### src/rtl/fp_addsub_pipe.sv
// Three-stage pipelined IEEE-754-format adder/subtractor with valid/ready handshakes,
// flush-to-zero for subnormals and round-to-nearest-even.
module fp_addsub_pipe #(
    parameter int EXP_W = 8,
    parameter int MAN_W = 23
) (
    input  logic                 clk,
    input  logic                 rst_n,
    input  logic                 in_valid,
    output logic                 in_ready,
    input  logic                 op,
    input  logic [EXP_W+MAN_W:0] a,
    input  logic [EXP_W+MAN_W:0] b,
    output logic                 out_valid,
    input  logic                 out_ready,
    output logic [EXP_W+MAN_W:0] result,
    output logic [3:0]           flags
);
    localparam int W   = 1 + EXP_W + MAN_W;
    localparam int SW  = MAN_W + 4;             // hidden bit + fraction + guard/round/sticky
    localparam int LZW = $clog2(SW + 1);
    localparam int EW  = EXP_W + 2;             // signed exponent with headroom both ways
    localparam logic [W-1:0]         QNAN    = {1'b0, {EXP_W{1'b1}}, 1'b1, {(MAN_W-1){1'b0}}};
    localparam logic signed [EW-1:0] EXP_MAX = EW'((1 << EXP_W) - 1);

    function automatic logic [LZW-1:0] count_lz(input logic [SW-1:0] v);
        logic [LZW-1:0] n;
        logic           found;
        n     = '0;
        found = 1'b0;
        for (int i = SW - 1; i >= 0; i--) begin
            if (!found) begin
                if (v[i]) found = 1'b1;
                else      n = n + LZW'(1);
            end
        end
        return n;
    endfunction

    logic adv;
    assign in_ready = !out_valid || out_ready;
    assign adv      = in_ready;

    // S1: unpack, special cases, effective operation, magnitude compare/swap
    logic             sa, sb, eff_sub, swap;
    logic             a_nan, b_nan, a_snan, b_snan, a_inf, b_inf;
    logic [EXP_W-1:0] ea, eb;
    logic [MAN_W:0]   ma, mb;
    logic             sp1;
    logic [W-1:0]     sp1_res;
    logic [3:0]       sp1_flags;

    assign sa      = a[W-1];
    assign sb      = b[W-1] ^ op;
    assign ea      = a[W-2:MAN_W];
    assign eb      = b[W-2:MAN_W];
    assign ma      = (ea == '0) ? '0 : {1'b1, a[MAN_W-1:0]};
    assign mb      = (eb == '0) ? '0 : {1'b1, b[MAN_W-1:0]};
    assign a_nan   = (&ea) && (|a[MAN_W-1:0]);
    assign b_nan   = (&eb) && (|b[MAN_W-1:0]);
    assign a_snan  = a_nan && !a[MAN_W-1];
    assign b_snan  = b_nan && !b[MAN_W-1];
    assign a_inf   = (&ea) && !(|a[MAN_W-1:0]);
    assign b_inf   = (&eb) && !(|b[MAN_W-1:0]);
    assign eff_sub = sa ^ sb;
    assign swap    = {eb, mb} > {ea, ma};

    always_comb begin
        // NOTE: every combinational output gets a default first so no path can infer a latch.
        sp1       = 1'b0;
        sp1_res   = '0;
        sp1_flags = '0;
        if (a_nan || b_nan) begin
            sp1       = 1'b1;
            sp1_res   = QNAN;
            sp1_flags = {a_snan | b_snan, 3'b000};
        end else if (a_inf && b_inf && eff_sub) begin
            sp1       = 1'b1;
            sp1_res   = QNAN;
            sp1_flags = 4'b1000;
        end else if (a_inf) begin
            sp1     = 1'b1;
            sp1_res = {sa, {EXP_W{1'b1}}, {MAN_W{1'b0}}};
        end else if (b_inf) begin
            sp1     = 1'b1;
            sp1_res = {sb, {EXP_W{1'b1}}, {MAN_W{1'b0}}};
        end
    end

    logic             s1_valid, s1_special, s1_sign, s1_zero_sign, s1_eff_sub;
    logic [W-1:0]     s1_spec_res;
    logic [3:0]       s1_spec_flags;
    logic [EXP_W-1:0] s1_exp, s1_diff;
    logic [MAN_W:0]   s1_man_big, s1_man_small;

    // S2: alignment with sticky collection, then add or subtract magnitudes
    logic [EXP_W-1:0] sh;
    logic [SW-1:0]    small_ext, big_ext, shifted, aligned;
    logic             lost;
    logic [SW:0]      sum2;

    assign sh        = (s1_diff > EXP_W'(SW - 1)) ? EXP_W'(SW - 1) : s1_diff;
    assign small_ext = {s1_man_small, 3'b000};
    assign big_ext   = {s1_man_big, 3'b000};
    assign shifted   = small_ext >> sh;
    assign lost      = |(small_ext & ~({SW{1'b1}} << sh));
    assign aligned   = {shifted[SW-1:1], shifted[0] | lost};
    assign sum2      = s1_eff_sub ? ({1'b0, big_ext} - {1'b0, aligned})
                                  : ({1'b0, big_ext} + {1'b0, aligned});

    logic             s2_valid, s2_special, s2_sign, s2_zero_sign;
    logic [W-1:0]     s2_spec_res;
    logic [3:0]       s2_spec_flags;
    logic [EXP_W-1:0] s2_exp;
    logic [SW:0]      s2_sum;

    // S3: normalize, round to nearest even, range-check, pack
    logic [SW-1:0]          norm;
    logic [LZW-1:0]         lz;
    logic signed [EW-1:0]   exp_n, exp_r;
    logic [MAN_W+1:0]       mant_r;
    logic [MAN_W-1:0]       frac;
    logic                   inexact, round_up;
    logic [W-1:0]           res3;
    logic [3:0]             flg3;

    always_comb begin
        norm     = '0;
        lz       = '0;
        exp_n    = '0;
        exp_r    = '0;
        mant_r   = '0;
        frac     = '0;
        inexact  = 1'b0;
        round_up = 1'b0;
        res3     = '0;
        flg3     = '0;
        if (s2_special) begin
            res3 = s2_spec_res;
            flg3 = s2_spec_flags;
        end else if (s2_sum == '0) begin
            res3 = {s2_zero_sign, {(W-1){1'b0}}};
        end else begin
            if (s2_sum[SW]) begin
                norm  = {s2_sum[SW:2], s2_sum[1] | s2_sum[0]};
                exp_n = $signed({2'b00, s2_exp}) + EW'(1);
            end else begin
                lz    = count_lz(s2_sum[SW-1:0]);
                norm  = s2_sum[SW-1:0] << lz;
                exp_n = $signed({2'b00, s2_exp}) - $signed({{(EW-LZW){1'b0}}, lz});
            end
            inexact  = |norm[2:0];
            round_up = norm[2] & (norm[1] | norm[0] | norm[3]);
            mant_r   = {1'b0, norm[SW-1:3]} + (MAN_W+2)'(round_up);
            if (mant_r[MAN_W+1]) begin
                exp_r = exp_n + EW'(1);
                frac  = mant_r[MAN_W:1];
            end else begin
                exp_r = exp_n;
                frac  = mant_r[MAN_W-1:0];
            end
            if (exp_r <= EW'(0)) begin
                res3 = {s2_sign, {(W-1){1'b0}}};
                flg3 = 4'b0011;
            end else if (exp_r >= EXP_MAX) begin
                res3 = {s2_sign, {EXP_W{1'b1}}, {MAN_W{1'b0}}};
                flg3 = 4'b0101;
            end else begin
                res3 = {s2_sign, exp_r[EXP_W-1:0], frac};
                flg3 = {3'b000, inexact};
            end
        end
    end

    always_ff @(posedge clk or negedge rst_n) begin
        if (!rst_n) begin
            s1_valid  <= 1'b0;
            s2_valid  <= 1'b0;
            out_valid <= 1'b0;
            result    <= '0;
            flags     <= '0;
        end else if (adv) begin
            s1_valid  <= in_valid;
            s2_valid  <= s1_valid;
            out_valid <= s2_valid;
            if (s2_valid) begin
                result <= res3;
                flags  <= flg3;
            end
        end
    end

    // NOTE: datapath registers carry no reset; the stage valid bits alone decide whether they mean anything.
    always_ff @(posedge clk) begin
        if (adv) begin
            s1_special    <= sp1;
            s1_spec_res   <= sp1_res;
            s1_spec_flags <= sp1_flags;
            s1_eff_sub    <= eff_sub;
            s1_sign       <= swap ? sb : sa;
            s1_zero_sign  <= sa & ~eff_sub;
            s1_exp        <= swap ? eb : ea;
            s1_diff       <= swap ? (eb - ea) : (ea - eb);
            s1_man_big    <= swap ? mb : ma;
            s1_man_small  <= swap ? ma : mb;

            s2_special    <= s1_special;
            s2_spec_res   <= s1_spec_res;
            s2_spec_flags <= s1_spec_flags;
            s2_sign       <= s1_sign;
            s2_zero_sign  <= s1_zero_sign;
            s2_exp        <= s1_exp;
            s2_sum        <= sum2;
        end
    end
endmodule

### config.mk
export PLATFORM = sky130hd
export DESIGN_NAME = fp_addsub_pipe
export DESIGN_NICKNAME = d
export VERILOG_FILES = /design/src/rtl/fp_addsub_pipe.sv
export SDC_FILE = /design/constraint.sdc
export NUM_CORES = 1
export LEC_CHECK = 0
export CORE_MARGIN = 2
export CORE_UTILIZATION = 55
export DETAILED_ROUTE_END_ITERATION = 12
export GPL_ROUTABILITY_DRIVEN = 0
export PLACE_DENSITY = 0.75
export SLEW_MARGIN = 0
export SYNTH_ARGS = -nofsm -noshare
export SYNTH_HDL_FRONTEND = slang
export SYNTH_SLANG_ARGS = --single-unit
### constraint.sdc
create_clock -name clk -period 42.4 [get_ports clk]
set_input_delay 6.36 -clock clk [delete_from_list [all_inputs] [get_ports clk]]
set_output_delay 6.36 -clock clk [all_outputs]
set_load 0.1 [all_outputs]
Yosys cells after proc, flatten, opt, wreduce, memory -nomap -nowiden:

Index checks and enable logic that the tools add are counted.

* flip-flop bits (word level): 218
* word-level logic and storage cells: 399
* output and inout bits: 38

* bitwise logic cells: 12
* shifts and indexed selects: 3
* add/sub/neg operators: 34
* multiplexer cells: 295
* reductions and logical operators: 27
* $lt $le $gt $ge: 4

Operator list (count)
* $mux 5: 133
* $mux 1: 132
* $add 5x1->5 const B: 26
* $mux 32: 4
* $mux 24: 4
* $mux 27: 3
* $mux 31: 2
* $mux 10: 6
* $reduce_or 23->1: 2
* $gt 32x32->1: 1
* $add 27x27->28: 1
* $logic_not 28->1: 1
* $mux 28: 1
* $sub 27x27->28: 1
* $and 27x27->27: 1
* $not 27->27: 1
* $reduce_or 27->1: 1
* $shl 27x5->27: 1
* $shl 27x8->27 const A: 1
* $shr 27x8->27: 1
* $add 24x1->25: 1
* $mux 8: 3
* $mux 23: 1
* $logic_not 8->1: 2
* other kinds (20): 45

Logic depth before layout (Yosys ltp):

Gate-level depths: netlist (run 1).

* word-level depth: 176
* depth in mapped cells: 90
* mapped depth without buffers: 85

Worst setup path after synthesis (run 1):

OpenSTA, ideal clock, no wires.

* kind: input-to-output
* start point: input port out_ready
* end point: output port in_ready
* data required time: 36.040 ns
* stages: 1
* arrival: 9.883 ns
* path buffers: 0
* setup slack: 26.157 ns
* cells stage by stage: nand2b_1

* cells in the longest elaborated chain, start to end: 1

RTL lines
* start: declaration: line 15 `input logic out_ready,`
* $logic_or 1x1->1: line 41 `assign in_ready = !out_valid || out_ready;`
* end: declaration: line 10 `output logic in_ready,`

No other way between the ends.

Worst setup path after layout (run 1):

* start point: register s2_sum[25]
* end point: register result[3]

* cells in the longest elaborated chain, start to end: 171

RTL lines
* start: declaration: line 115 `logic [SW:0] s2_sum;`
* start signal: assignment: line 213 `s2_sum <= sum2;`
* $mux 5: line 33 `if (v[i]) found = 1'b1;`
* $mux 5: line 32 `if (!found) begin`
* $mux 5: line 144 `if (s2_sum[SW]) begin`
* $mux 5: line 141 `end else if (s2_sum == '0) begin`
* $mux 5: line 138 `if (s2_special) begin`
* $add 5x1->5: line 34 `else n = n + LZW'(1);`
* $mux 5: line 33
* $mux 5: line 32
* [... 155 more ...]
* $mux 10: line 155 `if (mant_r[MAN_W+1]) begin`
* $mux 10: line 141
* $mux 10: line 138
* $ge 10x9->1: line 165 `end else if (exp_r >= EXP_MAX) begin`
* $mux 31: line 165
* $mux 31: line 162 `if (exp_r <= EW'(0)) begin`
* $mux 32 *: line 141
* $mux 32 *: line 138
* end signal: assignment: line 187 `result <= res3;`
* end: declaration: line 16 `output logic [EXP_W+MAN_W:0] result,`

Every way passes the cells marked *; elsewhere a longest branch is shown, timed or not. The select of a mux whose other input is x is not followed.
A chain may end at the register's enable or synchronous reset.

==> out/summary.log, run 1 <==
INFO  route          detailroute.via_count=17080
INFO  outcome        status=complete, no violations
INFO  final_layout   final_cell_count_no_fill=2648
INFO  setup_path     critical_path_peak_fanout=28
INFO  global_routing grt_max_degree=101
INFO  synth          ys_ff_latch=152
INFO  clocking       cts.reportedPaths.clkPinSlew=0.08ns
INFO  clocking       cts_hold_repair.buffers=0
INFO  clocking       clock_sinks=152
INFO  timing         setup_repair_after_global_routing_missed_its_margin=false
INFO  setup_path     max_stage_delay=0.71ns
INFO  placement      place.detailed.hpwl=38700um
INFO  synth          synth.cell_area=0.01779mm2
INFO  timing         setup_tns=0ns
INFO  timing         worst_hold_slack_across_all_endpoints=0.4185ns
INFO  route          detail_route.drc_violations=0
INFO  floorplanning  number_of_placed_i_o_pins=107
INFO  setup_path     crit_path_frequent_cell=sky130_fd_sc_hd__ha_1
INFO  synth          synthFlopType=sky130_fd_sc_hd__edfxtp_1
INFO  pwr            vdd.ir_drop.worst=0.00003797V
INFO  route          drt-wirelength-per-cell=18.83um
INFO  floorplanning  die_x=183.9um
INFO  global_routing number_of_global_route_vias_before_repair=16020
INFO  synth          postSynthCellCount=2221
INFO  timing         max_slew.worst_pin.slew=1.092ns
INFO  timing         fmax=0.05276GHz
INFO  floorplanning  initial_standard_cell_utilization_of_the_core=56.10%
INFO  global_routing global_router_s_overall_resource_usage=29.31%
INFO  clocking       cts-root-to-sink-buffers=2
INFO  synth          async_flop_share=25.66%
INFO  synth          synth.avg_cell_area=8.011um2
INFO  clocking       cts-resized-gates=0
INFO  clocking       tritoncts=done
INFO  placement      placement.setup.worst_slack=23.87ns
INFO  setup_path     crit_type=reg -> reg
INFO  floorplanning  die_height=183.9um
INFO  route          ant_nets=0
INFO  clocking       post_cts.repair.setup_buffers=0
INFO  floorplanning  placementRows=65
INFO  setup_path     critPathLaunchType=flip-flop
INFO  placement      dpl-instance-area=0.01897mm2
INFO  pwr            total_power=1.056mW
INFO  final_layout   syn_to_final_growth=10.01%
INFO  run            drv.max_cap_violation_count=0
INFO  min_path       min_path_type=reg -> reg
INFO  final_layout   antenna_cells=0
INFO  floorplanning  fp.dieArea=0.03381mm2
INFO  setup_path     endpoint_kind=flip-flop
INFO  final_layout   fin_util=61.71%
INFO  global_routing grt_pass1_wl=80250um
INFO  timing         timing_hold_violations_final=0
INFO  route          detail_route.vias_per_cell=6.451
INFO  synth          yosysWarningCount=0
INFO  final_layout   fin_area=0.01957mm2
INFO  placement      io_buffer_count=106
INFO  final_layout   finalNetCount=2427
INFO  final_layout   layout-drive-gt1-share=6.411%
INFO  clocking       ctsRootBufferMaster=sky130_fd_sc_hd__clkbuf_16
INFO  clocking       cts-buffers-inserted=17
INFO  timing         timing_max_transition_violations_final=0
INFO  pwr            total_leakage_power=8.387nW
INFO  route          drt_iter0_markers=2117
INFO  synth          synth_enable_flop_cells=113
INFO  route          drt_pass1_iterations=6
INFO  floorplanning  core_footprint=0.03172mm2
INFO  clocking       clock_insertion_delay_worst_skew=0.44ns
INFO  synth          synthDistinctLibCells=107
INFO  timing         relSlewSlack=26.44%
INFO  setup_path     worstPathArrival=19.28ns
INFO  timing         min_period_over_period=44.70%
INFO  pwr            powerDensity=53.97mW/mm2
INFO  timing         final.setup_skew=0.01847ns
INFO  setup_path     worst_path_max_delay_cell=sky130_fd_sc_hd__or4b_1
INFO  synth          yosysSeqAreaShare=24.56%
INFO  global_routing grt_antenna_before_repair=0
INFO  clocking       cts_htree_levels=4
INFO  timing         timing.final.ws_setup=23.45ns
INFO  synth          syn-num-nets=2415
INFO  route          finalWirelength=49850um
INFO  timing         setup_viol=0
INFO  global_routing gr-total-overflow=0
INFO  setup_path     cp_data_required_time=42.73ns
INFO  placement      post-place-cells=2616
INFO  timing         period_minus_slack=18.95ns
-- final cells by class --
class                   count  area, um2
clock buffers              17      425.4
clock inverters            15      182.7
fillers                  2804      12140
inverters                 138      518.0
multi-input cells        1804      12410
flip-flops and latches    152       4369
well taps                 402      503.0
repair buffers            120       1161
-- cell usage after synthesis (12+ instances only) --
library cell                 n  area share, %
sky130_fd_sc_hd__nand2_1   294            6.2
sky130_fd_sc_hd__nor2_1    172            3.6
sky130_fd_sc_hd__o21ai_0   166            4.7
sky130_fd_sc_hd__a21oi_1   150            4.2
sky130_fd_sc_hd__inv_1     133            2.8
sky130_fd_sc_hd__ha_1      121            8.5
sky130_fd_sc_hd__edfxtp_1  113             19
sky130_fd_sc_hd__clkbuf_1   93            2.0
sky130_fd_sc_hd__mux2i_1    92            5.2
sky130_fd_sc_hd__xnor2_1    72            3.5
sky130_fd_sc_hd__nand3_1    69            1.9
sky130_fd_sc_hd__nor3_1     43            1.2
sky130_fd_sc_hd__dfrtp_1    39            5.5
sky130_fd_sc_hd__nand2b_1   37            1.3
sky130_fd_sc_hd__nor2b_1    34            1.2
sky130_fd_sc_hd__xor2_1     33            1.6
sky130_fd_sc_hd__a21o_1     26            1.1
sky130_fd_sc_hd__mux2_2     26            1.6
sky130_fd_sc_hd__o21bai_1   26            1.1
sky130_fd_sc_hd__nand4_1    24           0.84
sky130_fd_sc_hd__and3_1     23           0.81
sky130_fd_sc_hd__a31oi_1    22           0.77
sky130_fd_sc_hd__nor4_1     22           0.77
sky130_fd_sc_hd__o31ai_1    21           0.89
sky130_fd_sc_hd__or3_1      20           0.70
sky130_fd_sc_hd__and2_1     19           0.67
sky130_fd_sc_hd__a211oi_1   18           0.76
sky130_fd_sc_hd__o211ai_1   18           0.76
sky130_fd_sc_hd__buf_1      17           0.36
sky130_fd_sc_hd__a22oi_1    13           0.55
sky130_fd_sc_hd__a32o_1     12           0.68
sky130_fd_sc_hd__buf_2      12           0.34
-- kinds of logic after synthesis --
kind of cell | synth area share [%]
simple gates | 22.26
compound gates | 22.88
buf+inv | 5.780
flops | 24.56
fa+ha+maj | 9.184
xor+xnor | 7.763
mux | 7.580
-- per-layer routing --
layer | wire [um] | share of wire [%] | up-vias | track usage [%]
met2 | 23010 | 46 | 804 | 48.12
met4 | 2499 | 5.0 | 0 | 14.78
met1 | 20780 | 42 | 7996 | 37.77
met5 | 0 | 0 | - | 0
li1 | - | - | 8109 | -
met3 | 3563 | 7.1 | 173 | 4.160
-- worst max-delay path: cells and delay by family, from the launching register on --
| kind | cells | cell delay, ns |
|---|---|---|
| XOR/XNOR | 2 | 0.80 |
| adder cells (fa/ha/maj) | 14 | 4.29 |
| AND/OR/NAND/NOR | 27 | 4.90 |
| flip-flops | 1 | 0.52 |
| buffers and inverters | 6 | 1.11 |
| multiplexers | 6 | 1.32 |
| AO/OA/AOI/OAI | 31 | 5.90 |
-- cells in the final DEF (no fill, tap or decap), types with 22 or more instances in the layout --
cell                              Yosys  routed
sky130_fd_sc_hd__xor2_1              33      33
sky130_fd_sc_hd__nor4_1              22      22
sky130_fd_sc_hd__nand2b_1            37      36
sky130_fd_sc_hd__dfrtp_1             39      39
sky130_fd_sc_hd__nor3_1              43      43
sky130_fd_sc_hd__inv_1              133     133
sky130_fd_sc_hd__o21bai_1            26      26
sky130_fd_sc_hd__a31oi_1             22      22
sky130_fd_sc_hd__a21o_1              26      26
sky130_fd_sc_hd__ha_1               121     121
sky130_fd_sc_hd__a21oi_1            150     150
sky130_fd_sc_hd__xnor2_1             72      72
sky130_fd_sc_hd__nor2_1             172     172
sky130_fd_sc_hd__o21ai_0            166     166
sky130_fd_sc_hd__nand3_1             69      69
sky130_fd_sc_hd__nand2_1            294     294
sky130_fd_sc_hd__and3_1              23      23
sky130_fd_sc_hd__clkdlybuf4s50_1      0     105
sky130_fd_sc_hd__mux2_2              26      26
sky130_fd_sc_hd__edfxtp_1           113     113
sky130_fd_sc_hd__mux2i_1             92      92
sky130_fd_sc_hd__nor2b_1             34      34
sky130_fd_sc_hd__nand4_1             24      24
-- sequential cells by signal (all words and copies together) (netlist names), 3 cells and up --
register      cells
s2_exp            8
flags             4
s1_man_big       24
result           32
s1_spec_res       3
s1_man_small     24
s1_diff           8
s2_spec_res       3
s2_sum           28
s1_exp            8
-- where the power goes --
group,leakage [nW],switching (mW),internal [mW]
logic,6.48,0.401,0.212
clock network,0.284,0.0716,0.0794
registers,1.62,0.0756,0.216
-- worst paths after layout --
kind,start,to,slack (ns),cells after the start
setup reg to reg,s2_sum[25]$_DFFE_PN_,result[3]$_DFFE_PN0P_,23.45,86
hold / removal,s1_exp[2]$_DFFE_PN_,s2_exp[2]$_DFFE_PN_,0.42,0
hold reg to reg,s1_exp[2]$_DFFE_PN_,s2_exp[2]$_DFFE_PN_,0.42,0
max in group asynchronous,rst_n,result[28]$_DFFE_PN0P_,35.82,1
min in group asynchronous,rst_n,result[21]$_DFFE_PN0P_,6.03,1
setup / recovery,s2_sum[25]$_DFFE_PN_,result[3]$_DFFE_PN0P_,23.45,86
Note: power is estimated with default switching activity, not from simulation.
==> run 2: changes to the inputs <==
clock period = 18.9 ns   (was 42.4 ns; I/O delays follow)
==> run 2 against run 1 <==
Against the previous run: cell count up 0.60%; sequential cell count unchanged; first-iteration DRC count down 4.2%; critical path type unchanged; highest routed layer unchanged.
==> out/summary.log, run 2 (synthesis gave the netlist of run 1 again) <==
INFO  floorplanning  initial_standard_cell_utilization_of_the_core=56.10% [unchanged]
INFO  route          drt_iter0_markers=2028 [-4.2%]
INFO  setup_path     critical_path_peak_fanout=19 [-32%]
INFO  clocking       cts_htree_levels=4 [unchanged]
INFO  floorplanning  number_of_placed_i_o_pins=107 [unchanged]
INFO  route          detailroute.via_count=17250 [+1.0%]
INFO  global_routing gr-total-overflow=0 [unchanged]
INFO  clocking       clock_sinks=152 [unchanged]
INFO  global_routing grt_pass1_wl=81680um [+1.8%]
INFO  final_layout   fin_area=0.01982mm2 [+1.3%]
INFO  placement      place.detailed.hpwl=38970um [+0.68%]
INFO  clocking       clock_insertion_delay_worst_skew=0.44ns [about the same]
INFO  floorplanning  die_height=183.9um [unchanged]
INFO  pwr            vdd.ir_drop.worst=0.00008561V [+130%]
INFO  setup_path     worst_path_max_delay_cell=sky130_fd_sc_hd__or4b_4
INFO  min_path       min_path_type=reg -> reg
INFO  route          ant_nets=0 [unchanged]
INFO  setup_path     crit_path_frequent_cell=sky130_fd_sc_hd__ha_1
INFO  final_layout   antenna_cells=0 [unchanged]
INFO  timing         timing_hold_violations_final=0 [unchanged]
INFO  timing         setup_repair_after_global_routing_missed_its_margin=false
INFO  clocking       ctsRootBufferMaster=sky130_fd_sc_hd__clkbuf_16
INFO  floorplanning  fp.dieArea=0.03381mm2 [unchanged]
INFO  route          detail_route.vias_per_cell=6.476 [+0.39%]
INFO  route          finalWirelength=50950um [+2.2%]
INFO  setup_path     regToRegSetupSlack=1.19ns [-22.25 ns]
INFO  clocking       tritoncts=done
INFO  global_routing grt_antenna_before_repair=0 [unchanged]
INFO  pwr            power_frac_clock=14.5% [+0.2 points]
INFO  floorplanning  core_footprint=0.03172mm2 [unchanged]
INFO  outcome        status=complete, no violations
INFO  run            drv.max_cap_violation_count=0 [unchanged]
INFO  floorplanning  placementRows=65 [unchanged]
INFO  global_routing number_of_global_route_vias_before_repair=16080 [+0.38%]
INFO  timing         max_slew.worst_pin.slew=1.132ns [+0.03986 ns]
INFO  setup_path     critPathLaunchType=flip-flop
INFO  pwr            powerDensity=121.1mW/mm2 [+120%]
INFO  pwr            internal_power=1.149mW [+130%]
INFO  clocking       cts.reportedPaths.clkPinSlew=0.07ns [about the same]
INFO  pwr            sequential_power_share=27.2% [-0.4 points]
INFO  timing         setup_viol=0 [unchanged]
INFO  timing         period_minus_slack=17.71ns [-1.248 ns]
INFO  timing         fmax=0.05648GHz [+7.0%]
INFO  placement      io_buffer_count=106 [unchanged]
INFO  setup_path     worstPathArrival=18.02ns [-1.26 ns]
INFO  setup_path     max_stage_delay=0.61ns [-0.10 ns]
INFO  final_layout   largest_register=result
INFO  route          drt_pass1_iterations=6 [unchanged]
INFO  final_layout   fin_util=62.50% [+0.79 points]
INFO  pwr            total_leakage_power=8.521nW [+1.6%]
INFO  timing         min_period_over_period=93.68% [+49 points]
INFO  final_layout   mostFrequentLayoutCell=sky130_fd_sc_hd__nand2_1
INFO  global_routing grt_max_degree=101 [unchanged]
INFO  pwr            switching_share=52.15% [+0.22 points]
INFO  final_layout   syn_to_final_growth=11.41%
INFO  clocking       cts-buffers-inserted=17 [unchanged]
INFO  setup_path     endpoint_kind=flip-flop
INFO  pwr            total_power=2.401mW [+130%]
INFO  route          drt-wirelength-per-cell=19.13um [+1.6%]
INFO  floorplanning  die_x=183.9um [unchanged]
INFO  timing         timing_max_transition_violations_final=0 [unchanged]
INFO  timing         relSlewSlack=23.97% [-2.5 points]
INFO  timing         worst_hold_slack_across_all_endpoints=0.4212ns [+0.002664 ns]
INFO  setup_path     cp_data_required_time=19.22ns [-23.51 ns]
INFO  route          detail_route.drc_violations=0 [unchanged]
INFO  global_routing global_router_s_overall_resource_usage=29.79% [+0.48 points]
INFO  final_layout   finalNetCount=2443 [+0.66%]
INFO  final_layout   largest_register_ffs=32 [unchanged]
INFO  pwr            netSwitchingPower=1.252mW [+130%]
INFO  timing         setup_tns=0ns [unchanged]
INFO  setup_path     crit_type=reg -> reg
INFO  final_layout   reg_top3=result: 32 flops, s2_sum: 28 flops
INFO  final_layout   layout.cells.most_common_list=sky130_fd_sc_hd__nand2_1, sky130_fd_sc_hd__nor2_1, sky130_fd_sc_hd__o21ai_0
INFO  pwr            combPwrFrac=58.4% [+0.3 points]
INFO  clocking       cts-root-to-sink-buffers=2 [unchanged]
INFO  placement      dpl-instance-area=0.01900mm2 [+0.20%]
INFO  timing         final.setup_skew=0.01548ns [-0.002990 ns]
INFO  clocking       cts_hold_repair.buffers=0 [unchanged]
INFO  final_layout   layout-drive-gt1-share=7.427% [+1.0 points]
-- run 2: power by group through the flow --
stage / sequential (mW) / clock, mW / combinational [mW]
2_1_floorplan: 0.774 / 0 / 0.867
3_3_place_gp: 0.643 / 0 / 1.33
3_5_place_dp: 0.646 / 0 / 1.35
4_1_cts: 0.640 / 0.352 / 1.36
5_1_grt: 0.661 / 0.367 / 1.51
6_report: 0.652 / 0.348 / 1.40
-- run 2: layer usage --
metal	vias up	global-route usage [%]	part of all wire, %
met5	-	0	0
met4	0	13.57	4.7
met3	189	3.308	7.5
met2	821	50.11	47
met1	8062	38.54	41
li1	8180	-	-
-- run 2: cell type report --
class | count | area (um2)
multi-input combinational | 1805 | 12520
fill | 2748 | 11890
sequential | 152 | 4369
timing repair buffer | 135 | 1299
inverter | 138 | 519.2
tap | 402 | 503.0
clock buffer | 17 | 425.4
clock inverter | 15 | 192.7
-- run 2: per-stage QoR --
stage | setup slack, ns | std cells
after floorplan | 3.088 | 2221
after global placement | 1.234 | 2621
after detailed placement | 0.3629 | 2621
after CTS | 0.2951 | 2653
after global routing | 0.04561 | 2664
final | 1.194 | 2664
-- run 2: repair_timing --
| action | 4_1_cts | 5_1_grt |
|---|---|---|
| buffers inserted | 0 | 10 |
| endpoints found under the setup margin | 0 | 34 |
| gates resized for setup | 0 | 16 |
-- run 2: path summary, 6_finish.rpt --
kind,end,cells past startpoint,start
max reg2reg,result[6]$_DFFE_PN0P_,86,s2_sum[25]$_DFFE_PN_
min in group asynchronous,result[7]$_DFFE_PN0P_,1,rst_n
max in group asynchronous,result[24]$_DFFE_PN0P_,1,rst_n
min,s2_exp[0]$_DFFE_PN_,0,s1_exp[0]$_DFFE_PN_
min reg2reg,s2_exp[0]$_DFFE_PN_,0,s1_exp[0]$_DFFE_PN_
max,result[6]$_DFFE_PN0P_,86,s2_sum[25]$_DFFE_PN_
-- run 2: worst max-delay path, delay by kind of cell (launching register included) --
family	cells	cell delay (ns)
compound gates	31	5.13
mux	6	1.33
flops	1	0.52
fa+ha+maj	14	4.36
simple gates	27	5.11
xor+xnor	2	0.34
buf+inv	6	0.79
